### config.mk
export PLATFORM = sky130hd
export DESIGN_NAME = lht_access_scheduler
export DESIGN_NICKNAME = d
export VERILOG_FILES = /design/src/rtl/lht_pkg.sv /design/src/rtl/lht_upd_fifo.sv /design/src/rtl/lht_access_scheduler.sv
export SDC_FILE = /design/constraint.sdc
export NUM_CORES = 1
export LEC_CHECK = 0
export BUFFER_PORTS_ARGS = -buffer_cell sky130_fd_sc_hd__buf_2
export CORE_MARGIN = 3
export CORE_UTILIZATION = 36
export DETAILED_ROUTE_END_ITERATION = 8
export PLACE_DENSITY = 0.71
export SLEW_MARGIN = 20
export SYNTH_ARGS = -nofsm -noshare
export SYNTH_HDL_FRONTEND = slang
export SYNTH_SLANG_ARGS = --single-unit
### constraint.sdc
create_clock -name clock -period 3.2 [get_ports clock]
set_input_delay 0.32 -clock clock [delete_from_list [all_inputs] [get_ports clock]]
set_output_delay 0.32 -clock clock [all_outputs]
set_load 0.01 [all_outputs]
### src/rtl/lht_pkg.sv
// Shared types for the local-history-table access scheduler: FSM states,
// pending-update entries and the history shift rule.
package lht_pkg;

  localparam int LHT_IDX_W  = 10;
  localparam int LHT_HIST_W = 10;

  typedef enum logic [1:0] {
    INIT,
    IDLE,
    UPD_WR
  } lht_state_e;

  typedef struct packed {
    logic [LHT_IDX_W-1:0] idx;
    logic                 taken;
  } lht_upd_t;

  // Newest outcome enters at the MSB; the oldest bit falls off the LSB.
  function automatic logic [LHT_HIST_W-1:0] hist_shift(input logic [LHT_HIST_W-1:0] old,
                                                       input logic                  taken);
    return {taken, old[LHT_HIST_W-1:1]};
  endfunction

endpackage

### src/rtl/lht_upd_fifo.sv
// Small synchronous FIFO holding retire-time history updates until the
// scheduler finds a free port slot for their read-modify-write.
module lht_upd_fifo
  import lht_pkg::*;
#(
  parameter int DEPTH = 4
) (
  input  logic     clock,
  input  logic     reset,
  input  logic     push_i,
  input  lht_upd_t push_data_i,
  input  logic     pop_i,
  output lht_upd_t head_o,
  output logic     full_o,
  output logic     empty_o
);

  localparam int PTR_W = $clog2(DEPTH);

  lht_upd_t           mem_q [DEPTH];
  logic [PTR_W:0]     wr_ptr_q, wr_ptr_d;
  logic [PTR_W:0]     rd_ptr_q, rd_ptr_d;
  logic               do_push, do_pop;

  // Extra pointer bit distinguishes full from empty when the indices match.
  assign empty_o = (wr_ptr_q == rd_ptr_q);
  assign full_o  = (wr_ptr_q[PTR_W] != rd_ptr_q[PTR_W]) &&
                   (wr_ptr_q[PTR_W-1:0] == rd_ptr_q[PTR_W-1:0]);

  assign do_push = push_i && !full_o;
  assign do_pop  = pop_i && !empty_o;
  assign head_o  = mem_q[rd_ptr_q[PTR_W-1:0]];

  assign wr_ptr_d = do_push ? wr_ptr_q + (PTR_W+1)'(1) : wr_ptr_q;
  assign rd_ptr_d = do_pop  ? rd_ptr_q + (PTR_W+1)'(1) : rd_ptr_q;

  always_ff @(posedge clock) begin
    if (do_push) begin
      mem_q[wr_ptr_q[PTR_W-1:0]] <= push_data_i;
    end
  end

  always_ff @(posedge clock or negedge reset) begin
    if (!reset) begin
      wr_ptr_q <= '0;
      rd_ptr_q <= '0;
    end else begin
      wr_ptr_q <= wr_ptr_d;
      rd_ptr_q <= rd_ptr_d;
    end
  end

endmodule

### src/rtl/lht_access_scheduler.sv
// Owns the single port of the local history SRAM: clears it after reset, then
// arbitrates prediction lookups against 2-cycle read-modify-write updates.
module lht_access_scheduler
  import lht_pkg::*;
#(
  parameter int IDX_W        = LHT_IDX_W,
  parameter int HIST_W       = LHT_HIST_W,
  parameter int FIFO_DEPTH   = 4,
  parameter int STARVE_LIMIT = 8
) (
  input  logic              clock,
  input  logic              reset,
  input  logic              lookup_valid,
  input  logic [31:0]       lookup_pc,
  output logic              lookup_ready,
  output logic              lookup_hist_valid,
  output logic [HIST_W-1:0] lookup_hist,
  input  logic              upd_valid,
  input  logic [31:0]       upd_pc,
  input  logic              upd_taken,
  output logic              upd_ready,
  output logic              mem_en,
  output logic              mem_we,
  output logic [IDX_W-1:0]  mem_addr,
  output logic [HIST_W-1:0] mem_wdata,
  input  logic [HIST_W-1:0] mem_rdata,
  output logic              init_done
);

  localparam int               STARVE_W = $clog2(STARVE_LIMIT + 1);
  localparam logic [IDX_W-1:0] LAST_IDX = '1;

  lht_state_e          state_q, state_d;
  logic [IDX_W-1:0]    init_cnt_q, init_cnt_d;
  logic [STARVE_W-1:0] starve_q, starve_d;
  logic                init_done_q, init_done_d;
  logic                rd_pend_q, rd_pend_d;

  lht_upd_t            push_data, head;
  logic                fifo_full, fifo_empty, pop, force_upd;

  logic                lookup_ready_raw, mem_en_raw, mem_we_raw;
  logic [IDX_W-1:0]    mem_addr_raw;
  logic [HIST_W-1:0]   mem_wdata_raw;

  logic                unused_pc_bits;
  assign unused_pc_bits = ^{lookup_pc[31:IDX_W], upd_pc[31:IDX_W]};

  assign push_data.idx   = upd_pc[IDX_W-1:0];
  assign push_data.taken = upd_taken;

  lht_upd_fifo #(
    .DEPTH (FIFO_DEPTH)
  ) u_fifo (
    .clock       (clock),
    .reset       (reset),
    .push_i      (upd_valid && upd_ready),
    .push_data_i (push_data),
    .pop_i       (pop),
    .head_o      (head),
    .full_o      (fifo_full),
    .empty_o     (fifo_empty)
  );

  assign force_upd = fifo_full || (!fifo_empty && (starve_q >= STARVE_W'(STARVE_LIMIT)));

  always_comb begin
    state_d          = state_q;
    init_cnt_d       = init_cnt_q;
    starve_d         = starve_q;
    init_done_d      = init_done_q;
    rd_pend_d        = 1'b0;
    pop              = 1'b0;
    lookup_ready_raw = 1'b0;
    mem_en_raw       = 1'b0;
    mem_we_raw       = 1'b0;
    mem_addr_raw     = '0;
    mem_wdata_raw    = '0;

    case (state_q)
      INIT: begin
        mem_en_raw   = 1'b1;
        mem_we_raw   = 1'b1;
        mem_addr_raw = init_cnt_q;
        init_cnt_d   = init_cnt_q + IDX_W'(1);
        if (init_cnt_q == LAST_IDX) begin
          state_d     = IDLE;
          init_done_d = 1'b1;
        end
      end

      IDLE: begin
        lookup_ready_raw = !force_upd;
        if (lookup_valid && !force_upd) begin
          mem_en_raw   = 1'b1;
          mem_addr_raw = lookup_pc[IDX_W-1:0];
          rd_pend_d    = 1'b1;
          // Only lookups that overtake a waiting update count toward starvation.
          if (!fifo_empty && (starve_q < STARVE_W'(STARVE_LIMIT))) begin
            starve_d = starve_q + STARVE_W'(1);
          end
        end else if (!fifo_empty) begin
          mem_en_raw   = 1'b1;
          mem_addr_raw = head.idx;
          starve_d     = '0;
          state_d      = UPD_WR;
        end
      end

      UPD_WR: begin
        mem_en_raw    = 1'b1;
        mem_we_raw    = 1'b1;
        mem_addr_raw  = head.idx;
        mem_wdata_raw = hist_shift(mem_rdata, head.taken);
        pop           = 1'b1;
        state_d       = IDLE;
      end

      default: state_d = INIT;
    endcase
  end

  always_ff @(posedge clock or negedge reset) begin
    if (!reset) begin
      state_q     <= INIT;
      init_cnt_q  <= '0;
      starve_q    <= '0;
      init_done_q <= 1'b0;
      rd_pend_q   <= 1'b0;
    end else begin
      state_q     <= state_d;
      init_cnt_q  <= init_cnt_d;
      starve_q    <= starve_d;
      init_done_q <= init_done_d;
      rd_pend_q   <= rd_pend_d;
    end
  end

  // Port-facing outputs are held low for as long as reset is asserted.
  assign lookup_ready      = reset && lookup_ready_raw;
  assign upd_ready         = reset && !fifo_full;
  assign mem_en            = reset && mem_en_raw;
  assign mem_we            = reset && mem_we_raw;
  assign mem_addr          = reset ? mem_addr_raw : '0;
  assign mem_wdata         = reset ? mem_wdata_raw : '0;
  assign init_done         = init_done_q;
  assign lookup_hist_valid = rd_pend_q;
  assign lookup_hist       = rd_pend_q ? mem_rdata : '0;

endmodule

==> results by group, run 1 <==
Routing
  – DRT iter0 DRCs: 36
  – Drt pass-1 iters: 4
  – Vias/cell: 4.862
  – Antenna Nets Post-Route: 0
  – Routed vias: 2086
  – DR WL/cell: 14.84 um
  – Drt total wl: 6367 um
  – DRC errors left: 0

Yosys
  – Compound-Gate Fraction of Synth Area: 0.08327
  – Post-Synth Simple-Gate Area: 0.1152
  – Synth Flop Type: edfxtp_1
  – Synth warnings: 0
  – Net count after synthesis: 327
  – Main combinational cell family by area after synthesis: simple AND/OR/NAND/NOR gates
  – Cells after Synth: 240
  – Synth cell types: 44
  – Post-synthesis adder-cell area fraction: 0.03042
  – Yosys reg bits: 68
  – Async SR Flop Fraction: 0.3529
  – Seq/Total Area, Yosys: 0.5840
  – Dominant cell type by area after synthesis: edfxtp_1
  – Top cells by area, synth: edfxtp_1, dfrtp_1, mux4_2
  – Synth Cell Area: 3291 um^2
  – XOR/XNOR Fraction of Synth Area: 0.05513
  – Syn avg cell area: 13.71 um^2
  – Number of synthesized flops with an enable pin: 44
  – Mux share of post-synthesis cell area: 0.08555
  – Area fraction of the dominant cell type after synthesis: 0.4015

Clock network
  – CTS root buffer: clkbuf_8
  – H-tree levels: 3
  – Clock transition at path regs: 80 ps
  – CTS max path bufs: 2
  – Cts bufs inserted: 9
  – Clk Latency, worst-skew pair: 340 ps
  – CTS tree: built
  – CTS sink count: 68
  – CTS resizes: 0

Pwr
  – Internal: 1412 uW
  – Sw Pwr: 581.3 uW
  – Power share of the combinational group: 0.153
  – Clk pwr share: 0.313
  – Power share of the sequential group: 0.534
  – Leakage: 0.001737 uW
  – Power Density: 507.2 nW/um^2
  – Switching Fraction: 0.2917
  – Maximum VDD drop: 0.2269 mV

Cells and area
  – Non-Filler Instances: 429
  – Nets: 403
  – Layout cells sized above 1: 0.3520
  – Area Overhead vs Synth: 19.43%
  – # diodes: 0

Setup path
  – Worst r2r src: u_fifo.rd_ptr_q[1]$_DFFE_PN0P_
  – Critical path capture point type: output pin
  – Critical path launch point type: flip-flop
  – Crit. Startpoint: u_fifo.rd_ptr_q[1]$_DFFE_PN0P_
  – CP arrival: 2460 ps
  – Max FO, Critical Path: 15
  – WP data required: 2880 ps
  – CP Class: flip-flop to output pin

Placement
  – Post-DP HPWL: 4770 um
  – IO buf count: 70
  – Placed cells: 412
  – Gpl congestion: 0.7686

STA
  – Final period utilization: 0.8698
  – RSZ-0062 raised after global routing: false
  – Final setup viols: 0
  – Slew Limit Fails: 0
  – Hold slack: 196.0 ps
  – Slew margin rel.: 0.5488
  – Skew final: 5.874 ps
  – Final min period: 2783 ps
  – Setup TNS: 0 ps
  – Worst slew pin tran: 676.8 ps
  – Hold Vio Cnt, Final: 0
  – Fmax: 359.3 MHz

Floorplanning
  – Initial cell density of the core: 0.3737
  – Die Ht: 101.6 um
  – Die Wd: 101.6 um
  – Floorplan core area: 8806 um^2
  – Rows: 34
  – Top Ports: 115
  – Die ar.: 10320 um^2

Status
  – Status: finished, final reports clean

Hold path
  – Hold Crit Start: upd_pc[7]
  – Hold Crit Class: primary input to flip-flop

GRT
  – GRT overflow: 0
  – Most used routing layer: met2
  – Largest net degree at the start of global routing: 23
  – First-pass GRT wire length: 10270 um
  – Initial antenna violation count: 0
  – GR Util All Layers: 0.1317
  – Vias in the first global route: 2064
  – Met3 Resource Use GR: 0.04339
  – Met1 Usage GRT: 0.1612
  – Met2 usage: 0.2203

Flow run
  – Max-cap violations: 0
==> state kept, by name, indices dropped and copies added (netlist names) <==
name	flops
u_fifo.rd_ptr_q	3
u_fifo.wr_ptr_q	3
u_fifo.mem_q	44
starve_q	4
lookup_hist_valid	1
state_q	2
init_done	1
init_cnt_q	10
==> layer usage <==
layer  vias up  wire length, um  part of all wire
li1       1024                -                 -
met1       993             2719              0.43
met2        60             3147              0.49
met3         9              418             0.066
met4         0               82             0.013
met5         -                0                 0
==> critical path, stage by stage (launching register included) <==
cell	delay, ps
dfrtp_1	780
xor2_2	250
nor3_2	340
o2111ai_4	270
o221ai_1	300
buf_2	180
==> cell type report <==
class,instances,area (um^2)
multi-input cells,137,1216
well taps,108,135.1
clock inverters,7,52.55
inverters,26,97.59
repair buffers,74,382.9
flip-flops and latches,68,1922
fillers,794,4876
clock buffers,9,123.9
==> power groups by stage <==
stage,sequential (uW),clock [uW],combinational [uW]
6_report,1060,625,305
3_5_place_dp,1080,0,310
3_3_place_gp,1080,0,300
2_1_floorplan,1070,0,220
4_1_cts,1070,643,312
5_1_grt,1070,683,345
==> worst paths after layout <==
check | endpoint | slack (ps) | cells past startpoint
worst max-delay path | mem_addr[9] | 420 | 5
min in group asynchronous | lookup_hist_valid$_DFF_PN0_ | 350 | 2
worst max register to register | u_fifo.mem_q[2][1]$_DFFE_PP_ | 920 | 3
max in group asynchronous | starve_q[3]$_DFFE_PN0P_ | 2290 | 3
worst min-delay path | u_fifo.mem_q[2][8]$_DFFE_PP_ | 200 | 1
worst min register to register | init_done$_DFFE_PN0P_ | 470 | 1
==> what timing repair did <==
| item | in CTS | in global routing |
|---|---|---|
| hold endpoints to repair | 7 | 0 |
| setup buffers | 0 | 0 |
| hold buffers | 1 | 0 |
==> Yosys cell counts, drive strengths merged, types with 2 or more instances <==
master / n
mux4: 11
nand3: 5
dfrtp: 24
and2: 16
buf: 6
xor2: 7
and4: 3
inv: 26
and3: 13
xnor2: 12
clkbuf: 3
nand2: 18
nor2b: 3
mux2: 3
o221ai: 10
nand4: 2
nor2: 6
edfxtp: 44
o21ai: 4
a21oi: 3
ha: 8
==> cell families after synthesis <==
| logic type | Yosys count |
|---|---|
| compound gates | 28 |
| flops | 68 |
| mux | 14 |
| buf+inv | 35 |
| xor+xnor | 19 |
| simple gates | 68 |
| fa+ha+maj | 8 |
==> cell usage in the layout, fill, tap and decap left out, types with 3 or more instances in the layout <==
cell type and count:
and2_1 15, and3_1 13, and4_1 3, buf_2 70
buf_4 3, clkbuf_8 9, clkinvlp_4 3, dfrtp_1 24
edfxtp_1 44, ha_1 8, inv_1 26, mux4_2 11
nand2_1 18, nand3_1 4, nor2_1 6, nor2b_1 3
o221ai_1 10, xnor2_1 12, xor2_1 5
==> per-stage QoR <==
stage / total power (uW) / setup WS, ps / instance area [um^2] / utilization
global placement: 1379 / 747.1 / 3744 / 0.4251
CTS: 2021 / 352.0 / 3930 / 0.4463
global route: 2099 / 154.7 / 3930 / 0.4463
floorplan: 1292 / 1410 / 3291 / -
finish: 1993 / 416.8 / 3930 / 0.4463
detailed placement: 1395 / 735.9 / 3744 / 0.4251
(Power assumes the default switching activity.)
==> inputs of run 2 (changes only) <==
Settings changed: CORE_ASPECT_RATIO from default to 1.5, MAX_ROUTING_LAYER from default to met4.
==> results by group, run 2 (same netlist as run 1, synthesis figures left out) <==
Hold path
  – Hold Crit Start: upd_pc[3]
  – Hold Crit Class: primary input to flip-flop
  – Hold EP: u_fifo.mem_q[3][4]$_DFFE_PP_
  – Hold Path Cell Cnt: 1

Placement
  – Place WS: 695.6 ps
  – Post-DP HPWL: 4885 um
  – IO buf count: 70
  – Gpl congestion: 0.8219

Cells and area
  – Most frequent cells in the layout: buf_2, edfxtp_1, inv_1
  – Area Overhead vs Synth: 23.46%
  – Max reg flops: 44
  – Fillers: 789
  – Most common cell after layout, fill and taps aside: buf_2
  – # diodes: 0
  – Nets: 405
  – Layout cells sized above 1: 0.3571

Setup path
  – Critical path capture point type: output pin
  – CP Class: flip-flop to output pin
  – Worst r2r src: u_fifo.rd_ptr_q[1]$_DFFE_PN0P_
  – Critical path launch point type: flip-flop
  – Crit path largest cell delay: 760 ps
  – R2R cell count: 3
  – CP arrival: 2490 ps
  – Top delay family on crit path: flip-flops
  – Max FO, Critical Path: 15
  – Critical-path cell list: xor2_2 > nor3_2 > o2111ai_4 > o221ai_1 > buf_2
  – Critical Path Slowest Stage Cell: dfrtp_1
  – WP data required: 2880 ps
  – RR Endpoint: u_fifo.mem_q[2][1]$_DFFE_PP_
  – CP Buf/Inv Count: 1
  – Worst R2R Setup Slack: 890 ps

STA
  – RSZ-0062 raised after global routing: false
  – Hold Vio Cnt, Final: 0
  – Final min period: 2809 ps
  – Worst slew pin tran: 663.4 ps
  – Final period utilization: 0.8779
  – Slew margin rel.: 0.5577
  – Slew Limit Fails: 0
  – Min setup slack post-route: 390.7 ps
  – Fmax: 356.0 MHz
  – Setup TNS: 0 ps
  – Skew final: 4.825 ps
  – Final setup viols: 0

Pwr
  – Maximum VDD drop: 0.2805 mV
  – Leakage: 0.001801 uW
  – Power Density: 573.2 nW/um^2

Routing
  – DRC errors left: 0
  – Antenna Nets Post-Route: 0
  – Vias/cell: 5.056
  – Drt total wl: 6754 um
  – Routed vias: 2184
  – Drt pass-1 iters: 4
  – DRT iter0 DRCs: 73
  – DR WL/cell: 15.63 um

Floorplanning
  – Top Ports: 115
  – Floorplan core area: 8881 um^2
  – Die Wd: 84.06 um
  – Initial cell density of the core: 0.3705
  – Die ar.: 10350 um^2
  – Rows: 42
  – Die Ht: 123.1 um

GRT
  – Vias in the first global route: 2234
  – Initial antenna violation count: 0
  – Largest net degree at the start of global routing: 16
  – GR Util All Layers: 0.1421
  – First-pass GRT wire length: 10960 um
  – GRT overflow: 0

Clock network
  – CTS resizes: 0
  – Clock transition at path regs: 60 ps
  – Clk Latency, worst-skew pair: 320 ps
  – CTS root buffer: clkbuf_16
  – CTS tree: built
  – CTS sink count: 68
  – CTS max path bufs: 2
  – H-tree levels: 3
  – Number of post-CTS setup repair buffers: 0
  – Cts bufs inserted: 9

Status
  – Status: finished, final reports clean

Flow run
  – Max-cap violations: 0
run 2: cell types whose count changed in the layout (fill, tap and decap cells not counted), sizes merged:
cell / delta
clkinv: -1
bufinv: +1
inv: -1
buf: +2
run 2: worst max-delay path by stage:
stage,from,end,slack [ps],depth (start not counted)
global placement,u_fifo.rd_ptr_q[1]$_DFFE_PN0P_,mem_addr[2],690,5
finish,u_fifo.rd_ptr_q[1]$_DFFE_PN0P_,mem_addr[2],390,5
detailed placement,u_fifo.rd_ptr_q[1]$_DFFE_PN0P_,mem_addr[2],700,5
global route,u_fifo.rd_ptr_q[1]$_DFFE_PN0P_,mem_addr[0],190,5
CTS,u_fifo.rd_ptr_q[1]$_DFFE_PN0P_,mem_addr[2],350,5
floorplan,u_fifo.rd_ptr_q[0]$_DFFE_PN0P_,mem_addr[0],1410,5
run 2: power by group:
group	switching [uW]	leakage, uW	internal (uW)
Combinational	196	0.000954	113
Sequential	47.7	0.000713	1020
Clock	353	0.000134	597
Total	597	0.00180	1730
run 2: routing by layer:
layer  routed length [um]  vias up  global-route usage
met5                    0        -                   -
met4                  189        0             0.08451
met3                  447       15             0.03933
met1                 2532     1051              0.1498
li1                     -     1026                   -
met2                 3584       92              0.2376
run 2: through the flow:
step | std cells | power [uW] | hold slack [ps] | utilization | instance area (um^2)
2_1_floorplan | 240 | 1292 | 24.41 | - | 3291
3_3_place_gp | 416 | 1381 | 244.4 | 0.4235 | 3761
3_5_place_dp | 416 | 1397 | 248.1 | 0.4235 | 3761
4_1_cts | 432 | 2364 | 198.2 | 0.4575 | 4063
5_1_grt | 432 | 2438 | 209.4 | 0.4575 | 4063
6_report | 432 | 2329 | 216.8 | 0.4575 | 4063
run 2: final cells by class:
| class | instances | area [um^2] | area share |
|---|---|---|---|
| clock buffers | 9 | 225.2 | 0.05544 |
| clock inverters | 6 | 66.31 | 0.01632 |
| inverters | 26 | 97.59 | 0.02402 |
| multi-input cells | 137 | 1216 | 0.2994 |
| flip-flops and latches | 68 | 1922 | 0.4731 |
| well taps | 110 | 137.6 | 0.03388 |
| repair buffers | 76 | 397.9 | 0.09794 |
run 2: timing repair:
item | in CTS | in global routing
setup endpoints to repair | 0 | 0
endpoints found under the hold margin | 9 | 0
hold buffers | 1 | 0
run 2: worst register-to-register path: stages, from the launching register on:
cell	delay [ps]
dfrtp_1	760
xor2_2	330
o311a_2	300
and2_1	540
==> inputs of run 3 (changes only) <==
Settings changed: CORE_UTILIZATION 36 to 54, PLACE_DENSITY 0.71 to 0.95.
==> results by group, run 3 (same netlist as run 1, synthesis figures left out) <==
Routing
  – Vias/cell: 5.454
  – DRT iter0 DRCs: 224
  – Routed vias: 2149
  – Drt total wl: 6689 um
  – Antenna Nets Post-Route: 0
  – DR WL/cell: 16.98 um
  – Drt pass-1 iters: 4
  – DRC errors left: 0

Floorplanning
  – Top Ports: 115
  – Die ar.: 7086 um^2
  – Die Ht: 101.6 um
  – Floorplan core area: 5871 um^2
  – Rows: 34
  – Initial cell density of the core: 0.5605
  – Die Wd: 69.74 um

Pwr
  – Maximum VDD drop: 0.6876 mV
  – Leakage: 0.001767 uW
  – Power Density: 535.1 nW/um^2

Clock network
  – Hold Buf Count CTS: 1
  – CTS sink count: 68
  – CTS tree: built
  – CTS resizes: 0
  – CTS max path bufs: 2
  – Clock transition at path regs: 80 ps
  – Number of post-CTS setup repair buffers: 0
  – H-tree levels: 3
  – CTS root buffer: clkbuf_8
  – Cts bufs inserted: 9
  – Clk Latency, worst-skew pair: 350 ps

GRT
  – Largest net degree at the start of global routing: 18
  – GR Util All Layers: 0.2023
  – Initial antenna violation count: 0
  – Vias in the first global route: 2231
  – GRT overflow: 0
  – First-pass GRT wire length: 10570 um

STA
  – Final period utilization: 0.8809
  – Hold slack: 186.5 ps
  – Skew final: 7.771 ps
  – Worst slew pin tran: 658.8 ps
  – Slew Limit Fails: 0
  – Hold Vio Cnt, Final: 0
  – Final setup viols: 0
  – Final min period: 2819 ps
  – Fmax: 354.8 MHz
  – RSZ-0062 raised after global routing: false
  – Setup TNS: 0 ps
  – Slew margin rel.: 0.5608
  – Min setup slack post-route: 381.2 ps

Setup path
  – Worst R2R Setup Slack: 890 ps
  – Critical path capture point type: output pin
  – Worst r2r src: u_fifo.rd_ptr_q[1]$_DFFE_PN0P_
  – R2R cell count: 3
  – WP data required: 2880 ps
  – Critical path launch point type: flip-flop
  – CP arrival: 2500 ps
  – RR Endpoint: u_fifo.mem_q[1][3]$_DFFE_PP_
  – Max FO, Critical Path: 15
  – CP Class: flip-flop to output pin

Cells and area
  – Fillers: 411
  – Most common cell after layout, fill and taps aside: buf_2
  – # diodes: 0
  – Nets: 404
  – Max reg flops: 44
  – Non-Filler Instances: 394
  – Layout cells sized above 1: 0.3571
  – Most frequent cells in the layout: buf_2, edfxtp_1, inv_1
  – Design Area, Final: 3923 um^2
  – Area Overhead vs Synth: 19.20%

Placement
  – Placed instance area: 3706 um^2
  – Place WS: 755.6 ps
  – Placed cells: 377
  – IO buf count: 70
  – Gpl congestion: 0.8343
  – Post-DP HPWL: 4803 um

Hold path
  – Hold Crit Class: primary input to flip-flop
  – Hold Path Cell Cnt: 1
  – Hold EP: u_fifo.mem_q[2][7]$_DFFE_PP_
  – Hold Crit Start: upd_pc[6]

Status
  – Status: finished, final reports clean

Flow run
  – Max-cap violations: 0
-- run 3: changes by cell type in the layout (fill, tap and decap cells not counted) --
cell	change
buf_4	-1
clkbuf_16	-9
clkbuf_8	+9
clkinv_2	-1
clkinv_4	+2
clkinvlp_4	-3
inv_6	+3
-- run 3: where the power goes --
part	total, uW	leakage (uW)	internal (uW)	switching (uW)
clock network	718	0.000105	371	346
registers	1070	0.000713	1020	47.9
logic	315	0.000949	113	201
-- run 3: layout make-up --
| cell class | instances | area, um^2 | share of cell area |
|---|---|---|---|
| sequential | 68 | 1922 | 0.4900 |
| clock buffer | 9 | 123.9 | 0.03158 |
| timing repair buffer | 75 | 390.4 | 0.09952 |
| multi-input combinational | 137 | 1216 | 0.3100 |
| tap | 72 | 90.09 | 0.02297 |
| inverter | 26 | 97.59 | 0.02488 |
| clock inverter | 7 | 82.58 | 0.02105 |
-- run 3: layer usage --
layer	GRT usage	routed length, um	vias to the layer above
met5	-	0	-
met4	0.1032	161	0
met3	0.04369	232	16
met2	0.3390	3682	54
met1	0.2297	2612	1058
li1	-	-	1021
-- run 3: worst max path at each step --
stage               cells past startpoint           to                      startpoint  slack (ps)
floorplan                               5  mem_addr[0]  u_fifo.rd_ptr_q[0]$_DFFE_PN0P_        1410
global placement                        5  mem_addr[8]  u_fifo.rd_ptr_q[1]$_DFFE_PN0P_         810
detailed placement                      5  mem_addr[7]  u_fifo.rd_ptr_q[1]$_DFFE_PN0P_         760
CTS                                     5  mem_addr[7]  u_fifo.rd_ptr_q[1]$_DFFE_PN0P_         360
global route                            5  mem_addr[7]  u_fifo.rd_ptr_q[1]$_DFFE_PN0P_         250
finish                                  5  mem_addr[7]  u_fifo.rd_ptr_q[1]$_DFFE_PN0P_         380
-- run 3: worst max-delay path, stage by stage, from the launching register on --
cell	delay, ps
dfrtp_1	770
xor2_2	250
nor3_2	340
o2111ai_4	280
o221ai_1	320
buf_2	180
-- run 3: through the flow --
step             util  power (uW)
2_1_floorplan       -        1292
3_3_place_gp   0.6313        1375
3_5_place_dp   0.6313        1399
4_1_cts        0.6682        2117
5_1_grt        0.6682        2209
6_report       0.6682        2099
